**src/rtl/adc_axis_block_averager.sv**
```systemverilog
// Boxcar-averages 2^LOG2_N paired A/B ADC samples into one AXI-Stream output pair.
// Latency: the result is valid in the cycle after the block's final accepted sample.
// Backpressure: upstream cannot stall; a result completing while the output is held is dropped and flags overrun.
module adc_axis_block_averager #(
    parameter int ADC_WIDTH        = 12,
    parameter int AXIS_TDATA_WIDTH = 32,
    parameter int LOG2_N           = 4
) (
    input  logic                        aclk,
    input  logic                        aresetn,
    input  logic                        enable,
    input  logic                        clear_overrun,
    input  logic                        s_axis_a_tvalid,
    input  logic [AXIS_TDATA_WIDTH-1:0] s_axis_a_tdata,
    input  logic                        s_axis_b_tvalid,
    input  logic [AXIS_TDATA_WIDTH-1:0] s_axis_b_tdata,
    output logic                        m_axis_tvalid,
    input  logic                        m_axis_tready,
    output logic [AXIS_TDATA_WIDTH-1:0] m_axis_a_tdata,
    output logic [AXIS_TDATA_WIDTH-1:0] m_axis_b_tdata,
    output logic                        overrun
);

    localparam int ACC_W = ADC_WIDTH + LOG2_N;
    localparam int CNT_W = (LOG2_N > 0) ? LOG2_N : 1;

    logic [CNT_W-1:0]     cnt;
    logic [ACC_W-1:0]     acc_a;
    logic [ACC_W-1:0]     acc_b;
    logic [ADC_WIDTH-1:0] smp_a;
    logic [ADC_WIDTH-1:0] smp_b;
    logic [ACC_W-1:0]     sum_a;
    logic [ACC_W-1:0]     sum_b;
    logic [ADC_WIDTH-1:0] avg_a;
    logic [ADC_WIDTH-1:0] avg_b;
    logic                 accept_vld;
    logic                 cnt_last;
    logic                 block_done;
    logic                 slot_rdy;
    logic                 unused_tdata_hi;

    assign smp_a = s_axis_a_tdata[ADC_WIDTH-1:0];
    assign smp_b = s_axis_b_tdata[ADC_WIDTH-1:0];

    // Upper tdata bits carry only zero padding from the ADC stage.
    assign unused_tdata_hi = ^{s_axis_a_tdata[AXIS_TDATA_WIDTH-1:ADC_WIDTH],
                               s_axis_b_tdata[AXIS_TDATA_WIDTH-1:ADC_WIDTH]};

    // A sample pair is taken only when both channels present together.
    assign accept_vld = enable & s_axis_a_tvalid & s_axis_b_tvalid;
    assign cnt_last   = (LOG2_N == 0) ? 1'b1 : (cnt == {CNT_W{1'b1}});
    assign block_done = accept_vld & cnt_last;
    assign slot_rdy   = ~m_axis_tvalid | m_axis_tready;

    assign sum_a = acc_a + ACC_W'(smp_a);
    assign sum_b = acc_b + ACC_W'(smp_b);
    assign avg_a = sum_a[ACC_W-1:LOG2_N];
    assign avg_b = sum_b[ACC_W-1:LOG2_N];

    always_ff @(posedge aclk or negedge aresetn) begin
        if (!aresetn) begin
            cnt   <= '0;
            acc_a <= '0;
            acc_b <= '0;
        end else if (!enable || block_done) begin
            cnt   <= '0;
            acc_a <= '0;
            acc_b <= '0;
        end else if (accept_vld) begin
            cnt   <= cnt + CNT_W'(1);
            acc_a <= sum_a;
            acc_b <= sum_b;
        end
    end

    always_ff @(posedge aclk or negedge aresetn) begin
        if (!aresetn) begin
            m_axis_tvalid  <= 1'b0;
            m_axis_a_tdata <= '0;
            m_axis_b_tdata <= '0;
        end else if (block_done && slot_rdy) begin
            m_axis_tvalid  <= 1'b1;
            m_axis_a_tdata <= AXIS_TDATA_WIDTH'(avg_a);
            m_axis_b_tdata <= AXIS_TDATA_WIDTH'(avg_b);
        end else if (m_axis_tvalid && m_axis_tready) begin
            m_axis_tvalid  <= 1'b0;
        end
    end

    // A drop in the same cycle as a clear leaves the flag set.
    always_ff @(posedge aclk or negedge aresetn) begin
        if (!aresetn) begin
            overrun <= 1'b0;
        end else if (block_done && !slot_rdy) begin
            overrun <= 1'b1;
        end else if (clear_overrun) begin
            overrun <= 1'b0;
        end
    end

endmodule
```
**config.mk**
```make
export PLATFORM = sky130hd
export DESIGN_NAME = adc_axis_block_averager
export DESIGN_NICKNAME = d
export VERILOG_FILES = /design/src/rtl/adc_axis_block_averager.sv
export SDC_FILE = /design/constraint.sdc
export NUM_CORES = 1
export LEC_CHECK = 0
export ABC_CLOCK_PERIOD_IN_PS = 1900
export CORE_MARGIN = 4
export CORE_UTILIZATION = 42
export DETAILED_ROUTE_END_ITERATION = 8
export PLACE_DENSITY = 0.87
export SYNTH_ARGS = -nofsm -noshare
export SYNTH_HDL_FRONTEND = slang
export SYNTH_SLANG_ARGS = --single-unit
export TNS_END_PERCENT = 30
```
**constraint.sdc**
```tcl
create_clock -name aclk -period 1.9 [get_ports aclk]
set_input_delay 0.285 -clock aclk [delete_from_list [all_inputs] [get_ports aclk]]
set_output_delay 0.285 -clock aclk [all_outputs]
set_load 0.02 [all_outputs]
```
**Yosys cells after proc, flatten, opt, wreduce, memory -nomap -nowiden**

Index checks and enable logic that the tools add are counted.

- Flip-flop bits (word level): 62
- Input bits: 71

- Add/subtract/negate cells: 3
- Equal/unequal tests: 1
- Muxes and demuxes: 10
- Bitwise logic cells: 5
- Reductions and logical operators: 9

Operators by type and width:

| cell | count |
|---|---|
| $mux 16 | 4 |
| $add 16x12->16 | 2 |
| $mux 4 | 2 |
| $reduce_bool 2->1 | 3 |
| $add 4x1->4 const B | 1 |
| $eq 4x4->1 const B | 1 |
| $mux 1 | 4 |
| $and 1x1->1 | 3 |
| $logic_and 1x1->1 | 3 |
| $logic_not 1->1 | 2 |
| $logic_or 1x1->1 | 1 |
| $not 1->1 | 1 |
| $or 1x1->1 | 1 |

**Depth between registers and ports, before layout**

Gate-level depths: netlist of run 1.

- Depth in word-level cells: 5
- Depth in mapped cells: 9
- Depth with buffers taken out: 9

**Least setup slack after synthesis of run 1**

No wires, ideal clock.

- Path type: reg-to-reg
- Start: register acc_b[7]
- End: register acc_b[15]
- Library setup time: 0.128 ns
- Arrival: 1.921 ns
- Path slack: -0.148 ns
- Cell stages (with the launch flop): 8
- Path buffers: 0
- Clock period less this slack: 2.048 ns
- Cell sequence: dfrtp_1 > ha_1 > nand2_2 > or3_4 > a2111oi_4 > o211ai_1 > xor2_1 > o21ai_2

- Cells in the longest elaborated chain, start to end: 3

RTL lines:

| item | line | source |
|---|---|---|
| start, declared | 29 | `logic [ACC_W-1:0] acc_b;` |
| start signal, assigned | 72 | `acc_b <= sum_b;` |
| $add 16x12->16 | 56 | `assign sum_b = acc_b + ACC_W'(smp_b);` |
| $mux 16 | 69 | `end else if (accept_vld) begin` |
| $mux 16 | 65 | `end else if (!enable \|\| block_done) begin` |

No other way between the ends. The select of a mux whose other input is x is not followed.
A chain may end at the register's enable or synchronous reset.

**Worst setup path in the final report of run 1**

- Start: register acc_a[1]
- End: register m_axis_a_tdata[11]

- Cells in the longest elaborated chain, start to end: 1

RTL lines:

| item | line | source |
|---|---|---|
| start, declared | 28 | `logic [ACC_W-1:0] acc_a;` |
| start signal, assigned | 71 | `acc_a <= sum_a;` |
| $add 16x12->16 | 55 | `assign sum_a = acc_a + ACC_W'(smp_a);` |
| end signal, assigned | 83 | `m_axis_a_tdata <= AXIS_TDATA_WIDTH'(avg_a);` |
| end, declared | 19 | `output logic [AXIS_TDATA_WIDTH-1:0] m_axis_a_tdata,` |

No other way between the ends.

==> results of run 1 <==
==> registers in the layout, indices dropped and copies added (netlist names) <==
register and count:
acc_a 16, acc_b 16, m_axis_a_tdata 12, m_axis_b_tdata 12
cnt 4, m_axis_tvalid 1, overrun 1
==> cells in the final DEF, fill, tap and decap left out, types with 4 or more instances in the layout <==
cell type	n
dfrtp_1	62
o31ai_1	4
nand2_1	37
clkdlybuf4s50_1	48
buf_6	4
a21oi_2	10
conb_1	40
o21a_1	7
xor2_1	5
ha_1	13
xnor2_2	5
xnor2_1	11
mux2_2	11
a22o_1	14
o21ai_0	10
nand2b_1	6
buf_4	79
clkbuf_8	9
dlygate4sd2_1	7
ha_4	9
a21o_1	8
o22ai_1	6
o21ai_1	13
nand4_1	5
a21oi_1	9
and3_1	4
inv_1	16
nor2_1	15
a21oi_4	4
==> power groups by stage <==
| stage | Sequential [mW] | Combinational [mW] | Clock, mW |
|---|---|---|---|
| global placement | 1.44 | 0.889 | 0 |
| global route | 1.43 | 1.19 | 1.33 |
| floorplan | 1.44 | 0.601 | 0 |
| finish | 1.43 | 1.12 | 1.25 |
| CTS | 1.42 | 1.02 | 1.26 |
| detailed placement | 1.44 | 0.931 | 0 |
==> cell usage after synthesis (all sizes together), types with 3 or more instances <==
library cell,n,share of area [%]
o22ai,6,0.93
nand3,4,0.50
clkbuf,8,0.75
dfrtp,62,39
mux2,11,3.1
xnor2,17,3.7
nand2b,9,1.4
o31ai,8,2.0
o211ai,3,0.56
nor2b,3,0.47
a22o,14,3.1
nand2,41,4.0
nor3,4,0.50
and3,6,0.96
a21o,9,1.7
a31oi,4,0.62
ha,25,7.8
nor3b,4,0.75
buf,42,7.7
mux2i,3,0.75
nand4,5,0.78
o21a,8,1.5
o21ai,26,3.4
a21oi,23,3.0
xor2,5,1.1
nor2,15,1.4
inv,19,1.8
==> timing repair <==
item,in CTS,in global routing
gates resized for setup,52,27
hold buffers,1,0
pin swaps,38,20
endpoints found under the hold margin,12,0
setup buffers,10,7
setup endpoints to repair,45,48
==> routing by layer <==
metal / GRT usage [%] / routed length, µm / share of wire, % / vias up
met5: 0 / 0 / 0 / -
met3: 4.96 / 851 / 7.1 / 61
met4: 10.3 / 534 / 4.5 / 0
met1: 23.1 / 4650 / 39 / 1790
met2: 35.0 / 5940 / 50 / 210
li1: - / - / - / 1688
==> cell families after synthesis <==
kind of cell | count (synthesis) | synth area share (%)
other cells | 1 | 0.0933
buf+inv | 69 | 10.2
flops | 62 | 38.6
compound gates | 123 | 22.3
fa+ha+maj | 27 | 8.78
xor+xnor | 22 | 4.79
simple gates | 94 | 11.3
mux | 14 | 3.83
==> cell type report <==
cell class              instances  area [µm²]  share of cell area, %
clock buffers                  10         128                   2.19
clock inverters                 5        75.1                   1.29
inverters                      19        71.3                   1.22
multi-input cells             320        2630                   45.1
flip-flops and latches         62        1550                   26.6
well taps                     129         161                   2.77
repair buffers                141        1210                   20.8
==> worst min path at each step <==
stage                     slack, ns    start  endpoint  cells after the start
after floorplan               -0.01  aresetn  acc_a[0]                      0
after global placement         0.23  aresetn  acc_a[2]                      1
after detailed placement       0.23  aresetn  acc_a[2]                      1
after CTS                      0.39  aresetn  acc_a[2]                      2
after global routing           0.43  aresetn  acc_a[2]                      2
final                          0.40  aresetn  acc_a[2]                      2
==> critical path, stage by stage (launching register included) <==
cell and delay, ns:
dfrtp_1 0.39, ha_1 0.29, a21o_1 0.13, nand4_1 0.29, a2111oi_4 0.45, buf_4 0.20, o31ai_4 0.09, xor2_1 0.15
o21ai_1 0.12
==> metrics by stage <==
step / power [mW] / instance area (µm²) / cells / hold slack (ns) / setup TNS, ns
after global routing: 3.95 / 5840 / 686 / 0.431 / -8.92
after detailed placement: 2.37 / 5180 / 654 / 0.232 / -24.24
after floorplan: 2.04 / 4280 / 451 / -0.0106 / -0.351
after global placement: 2.33 / 5180 / 654 / 0.231 / -21.14
after CTS: 3.71 / 5650 / 679 / 0.390 / -2.92
final: 3.80 / 5840 / 686 / 0.399 / -5.27
==> impl_metrics.csv, run 1 <==
group,metric,value,unit
status,status,"finished, violations left",
status,violations,"negative setup slack",
setup_path,reg2reg_depth,8,
timing,rsz0062_at_grt,"true",
route,vias,3749,
pwr,pwr-share-clk,33.0,%
synthesis,synth_seq_area_share,38.6,%
setup_path,r2r_slack,-0.28,ns
grt,grt_max_degree,27,
clocking,path_clk_slew,0.07,ns
synthesis,syn-instance-count,412,
grt,track_usage,20.2,%
pwr,seqPwrFrac,37.5,%
die,start_util,43.3,%
route,wl_per_cell,17.5,µm
final_layout,syn2layout_area_growth,45.2,%
pwr,intPower,2.62,mW
synthesis,synth_area_per_cell,9.76,µm²
synthesis,synth_edf_count,0,
clocking,cts-root-buf,"clkbuf_8",
pwr,swShare,31.2,%
timing,hold_violations,0,
setup_path,timing.rr.end,"m_axis_a_tdata[11]",
grt,grt_pass1_vias,3857,
route,antenna_left,0,
clocking,clock_sinks,62,
final_layout,nets,651,
timing,clock_skew,0.00696,ns
final_layout,n_fill_cell,693,
route,route.detailed.drc,0,
setup_path,critPathLaunch,"acc_a[1]",
die,ios,137,
final_layout,fin_util,62.9,%
timing,min_period,2.18,ns
die,die_h,106,µm
synthesis,yosys_register_bits,62,
die,die_x,106,µm
setup_path,crit_arrival,2.46,ns
setup_path,crit_fanout,4,
die,core_area,9280,µm²
setup_path,end_kind,"flip-flop",
clocking,htreeDepth,3,
placement,dp_slack,-0.684,ns
clocking,clk_latency,0.35,ns
synthesis,synth_cell_types,58,
setup_path,crit_type,"flip-flop to flip-flop",
final_layout,drive_gt1_share,32.7,%
placement,io_buffer_count,56,
route,drtIter0Drc,270,
pwr,ir_drop,0.000383,V
timing,timing.fmax,460,MHz
pwr,combPwrFrac,29.5,%
pwr,netSwitchingPower,1.19,mW
clocking,cts_buffers,9,
setup_path,cp-endpoint,"m_axis_a_tdata[11]",
final_layout,n_antenna_cell,0,
route,vias_per_cell,5.47,
synthesis,ys_async_sr_fraction,100,%
timing,layout_worst_path_cycle_share,115,%
grt,grt_pass1_wl,18200,µm
synthesis,synthesis.area,4020,µm²
setup_path,r2r-start,"acc_a[1]",
setup_path,crit_path_start_kind,"flip-flop",
placement,gp_congestion,0.947,
clocking,clockBufferDepth,2,
die,die-area,11200,µm²
placement,hpwl,7970,µm
pwr,power_density,652,nW/µm²
synthesis,dominantRegCellSynth,"dfrtp_1",
min_path,hold_class,"primary input to asynchronous set/reset pin",
timing,setup_viol,46,
clocking,cts_tree,"built",
synthesis,yosys_warnings,0,
grt,gr-total-overflow,0,
route,first_pass_iters,5,
die,row_count,35,
route,wl,12000,µm
timing,post-route-worst-setup-slack,-0.276,ns
setup_path,critical_path_required,2.18,ns
grt,antenna_found_initial,0,
pwr,power_leakage,2.74,nW
job,maxCapViolations,0,
timing,maxSlewViolCount,0,
No activity file was read; power rests on OpenSTA's default activity.
==> run 2, diff against run 1 <==
Settings changed: ABC_CLOCK_PERIOD_IN_PS 1900 to 1800.
Clock period 1.9 ns to 1.8 ns, I/O delays scaled along.
==> run 2 against run 1 <==
Against the previous run:
- the flow still finishes with violations (negative setup slack)
- total power rose by 3.8%
- setup slack worse by 0.099 ns
- die area unchanged
- register-to-register slack worse by 0.099 ns
- via count down 4.0%
- worst hold slack improved by 0.0081 ns
- sequential power up 5%
- cell area grew 0.39%
- clock skew grew 0.0029 ns
- first-iteration DRC count down 37%
- wire length decreased by 5.0%
- critical endpoint is now acc_a[14]
==> impl_metrics.csv, run 2 (same netlist as run 1, synthesis figures left out) <==
group,metric,value,unit
die,die-area,11200,µm²
timing,tightest_slew,0.537,ns
route,vias,3599,
final_layout,nets,652,
timing,min_period,2.18,ns
final_layout,stdcell_count,688,
grt,grt_max_degree,29,
route,antenna_left,0,
timing,whs,0.407,ns
placement,io_buffer_count,56,
timing,rsz0062_at_grt,"true",
clocking,cts_buffers,9,
timing,maxSlewViolCount,0,
final_layout,seq_area,1550,µm²
clocking,cts_tree,"built",
min_path,hold_class,"primary input to flip-flop",
grt,gr-total-overflow,0,
status,violations,"negative setup slack",
clocking,htreeDepth,3,
route,route.detailed.drc,0,
route,vias_per_cell,5.23,
timing,hold_violations,0,
job,maxCapViolations,0,
route,wl,11400,µm
pwr,finalPower,3.95,mW
timing,post-route-worst-setup-slack,-0.375,ns
final_layout,drive_gt1_share,32.0,%
final_layout,final_common_cell,"buf_4",
die,start_util,43.3,%
placement,dp.cells,658,
pwr,ir_drop,0.000583,V
placement,hpwl,8130,µm
route,first_pass_iters,4,
die,row_count,35,
setup_path,crit_type,"flip-flop to flip-flop",
setup_path,end_kind,"flip-flop",
clocking,path_clk_slew,0.08,ns
grt,grt_pass1_vias,3802,
timing,layout_worst_path_cycle_share,121,%
status,status,"finished, violations left",
final_layout,syn2layout_area_growth,45.7,%
grt,track_usage,20.4,%
timing,tns,-7.94,ns
final_layout,multiInputGateArea,2610,µm²
final_layout,fin_util,63.1,%
clocking,clockBufferDepth,2,
route,wl_per_cell,16.5,µm
setup_path,critical_path_required,2.07,ns
final_layout,n_fill_cell,724,
final_layout,n_antenna_cell,0,
timing,setup_viol,46,
final_layout,top_regs,"acc_a: 16 flops, acc_b: 16 flops",
setup_path,crit_arrival,2.44,ns
route,drtIter0Drc,170,
timing,slew-limit-headroom,64.2,%
die,core_area,9280,µm²
grt,antenna_found_initial,0,
clocking,clk_latency,0.35,ns
pwr,power_density,674,nW/µm²
clocking,clock_sinks,62,
timing,clock_skew,0.00985,ns
die,die_h,106,µm
grt,grt_pass1_wl,18400,µm
die,ios,137,
clocking,cts-root-buf,"clkbuf_8",
placement,gp_congestion,0.960,
pwr,power_leakage,2.76,nW
die,die_x,106,µm
final_layout,mostFrequentLayoutCells,"77 x buf_4, 62 x dfrtp_1, 51 x clkdlybuf4s50_1",
setup_path,crit_fanout,3,
timing,timing.fmax,460,MHz
setup_path,crit_path_start_kind,"flip-flop",
-- run 2: layout make-up --
class	count	area share, %
clock inverter	3	0.726
clock buffer	13	2.71
tap	129	2.76
inverter	19	1.22
multi-input combinational	320	44.5
timing repair buffer	142	21.6
sequential	62	26.5
-- run 2: timing repair --
| action | 4_1_cts | 5_1_grt |
|---|---|---|
| endpoints found under the setup margin | 44 | 51 |
| pin swaps | 28 | 16 |
| hold buffers | 1 | 0 |
| gates cloned | 0 | 0 |
| endpoints found under the hold margin | 18 | 0 |
| gates resized for setup | 42 | 21 |
| buffers inserted | 10 | 4 |
-- run 2: worst paths after layout --
check                                  start  slack (ns)                end  cells past startpoint
max                                 acc_a[0]       -0.38          acc_a[14]                      9
min                        s_axis_b_tdata[0]        0.41           acc_b[0]                      3
max reg2reg                         acc_a[0]       -0.38          acc_a[14]                      9
min reg2reg                m_axis_a_tdata[1]        0.48  m_axis_a_tdata[1]                      2
max in group asynchronous            aresetn        0.77           acc_b[3]                      3
min in group asynchronous            aresetn        0.43           acc_a[0]                      2
-- run 2: metal layers --
| metal | up-vias | GRT usage (%) | part of all wire, % |
|---|---|---|---|
| met5 | - | 0 | 0 |
| met2 | 144 | 36.5 | 51 |
| met4 | 0 | 8.70 | 3.2 |
| met3 | 32 | 3.92 | 6.0 |
| li1 | 1690 | - | - |
| met1 | 1733 | 23.8 | 40 |
-- run 2: critical path, stage by stage (launching register included) --
cell	delay, ns
dfrtp_1	0.39
ha_2	0.18
inv_2	0.05
fa_2	0.18
nand2b_4	0.14
a21oi_4	0.07
o31a_1	0.30
o41a_1	0.43
o21a_1	0.22
o21ai_1	0.13
-- run 2: per-stage QoR --
stage,setup WS (ns),cell area (µm²)
2_1_floorplan,-0.121,4310
3_3_place_gp,-0.599,5280
3_5_place_dp,-0.762,5280
4_1_cts,-0.276,5760
5_1_grt,-0.429,5860
6_report,-0.375,5860
-- run 2: where the power goes --
part | leakage, nW | switching (mW) | internal (mW) | total (mW)
clock | 0.0996 | 0.576 | 0.715 | 1.29
sequential | 0.855 | 0.0483 | 1.45 | 1.50
combinational | 1.81 | 0.614 | 0.546 | 1.16
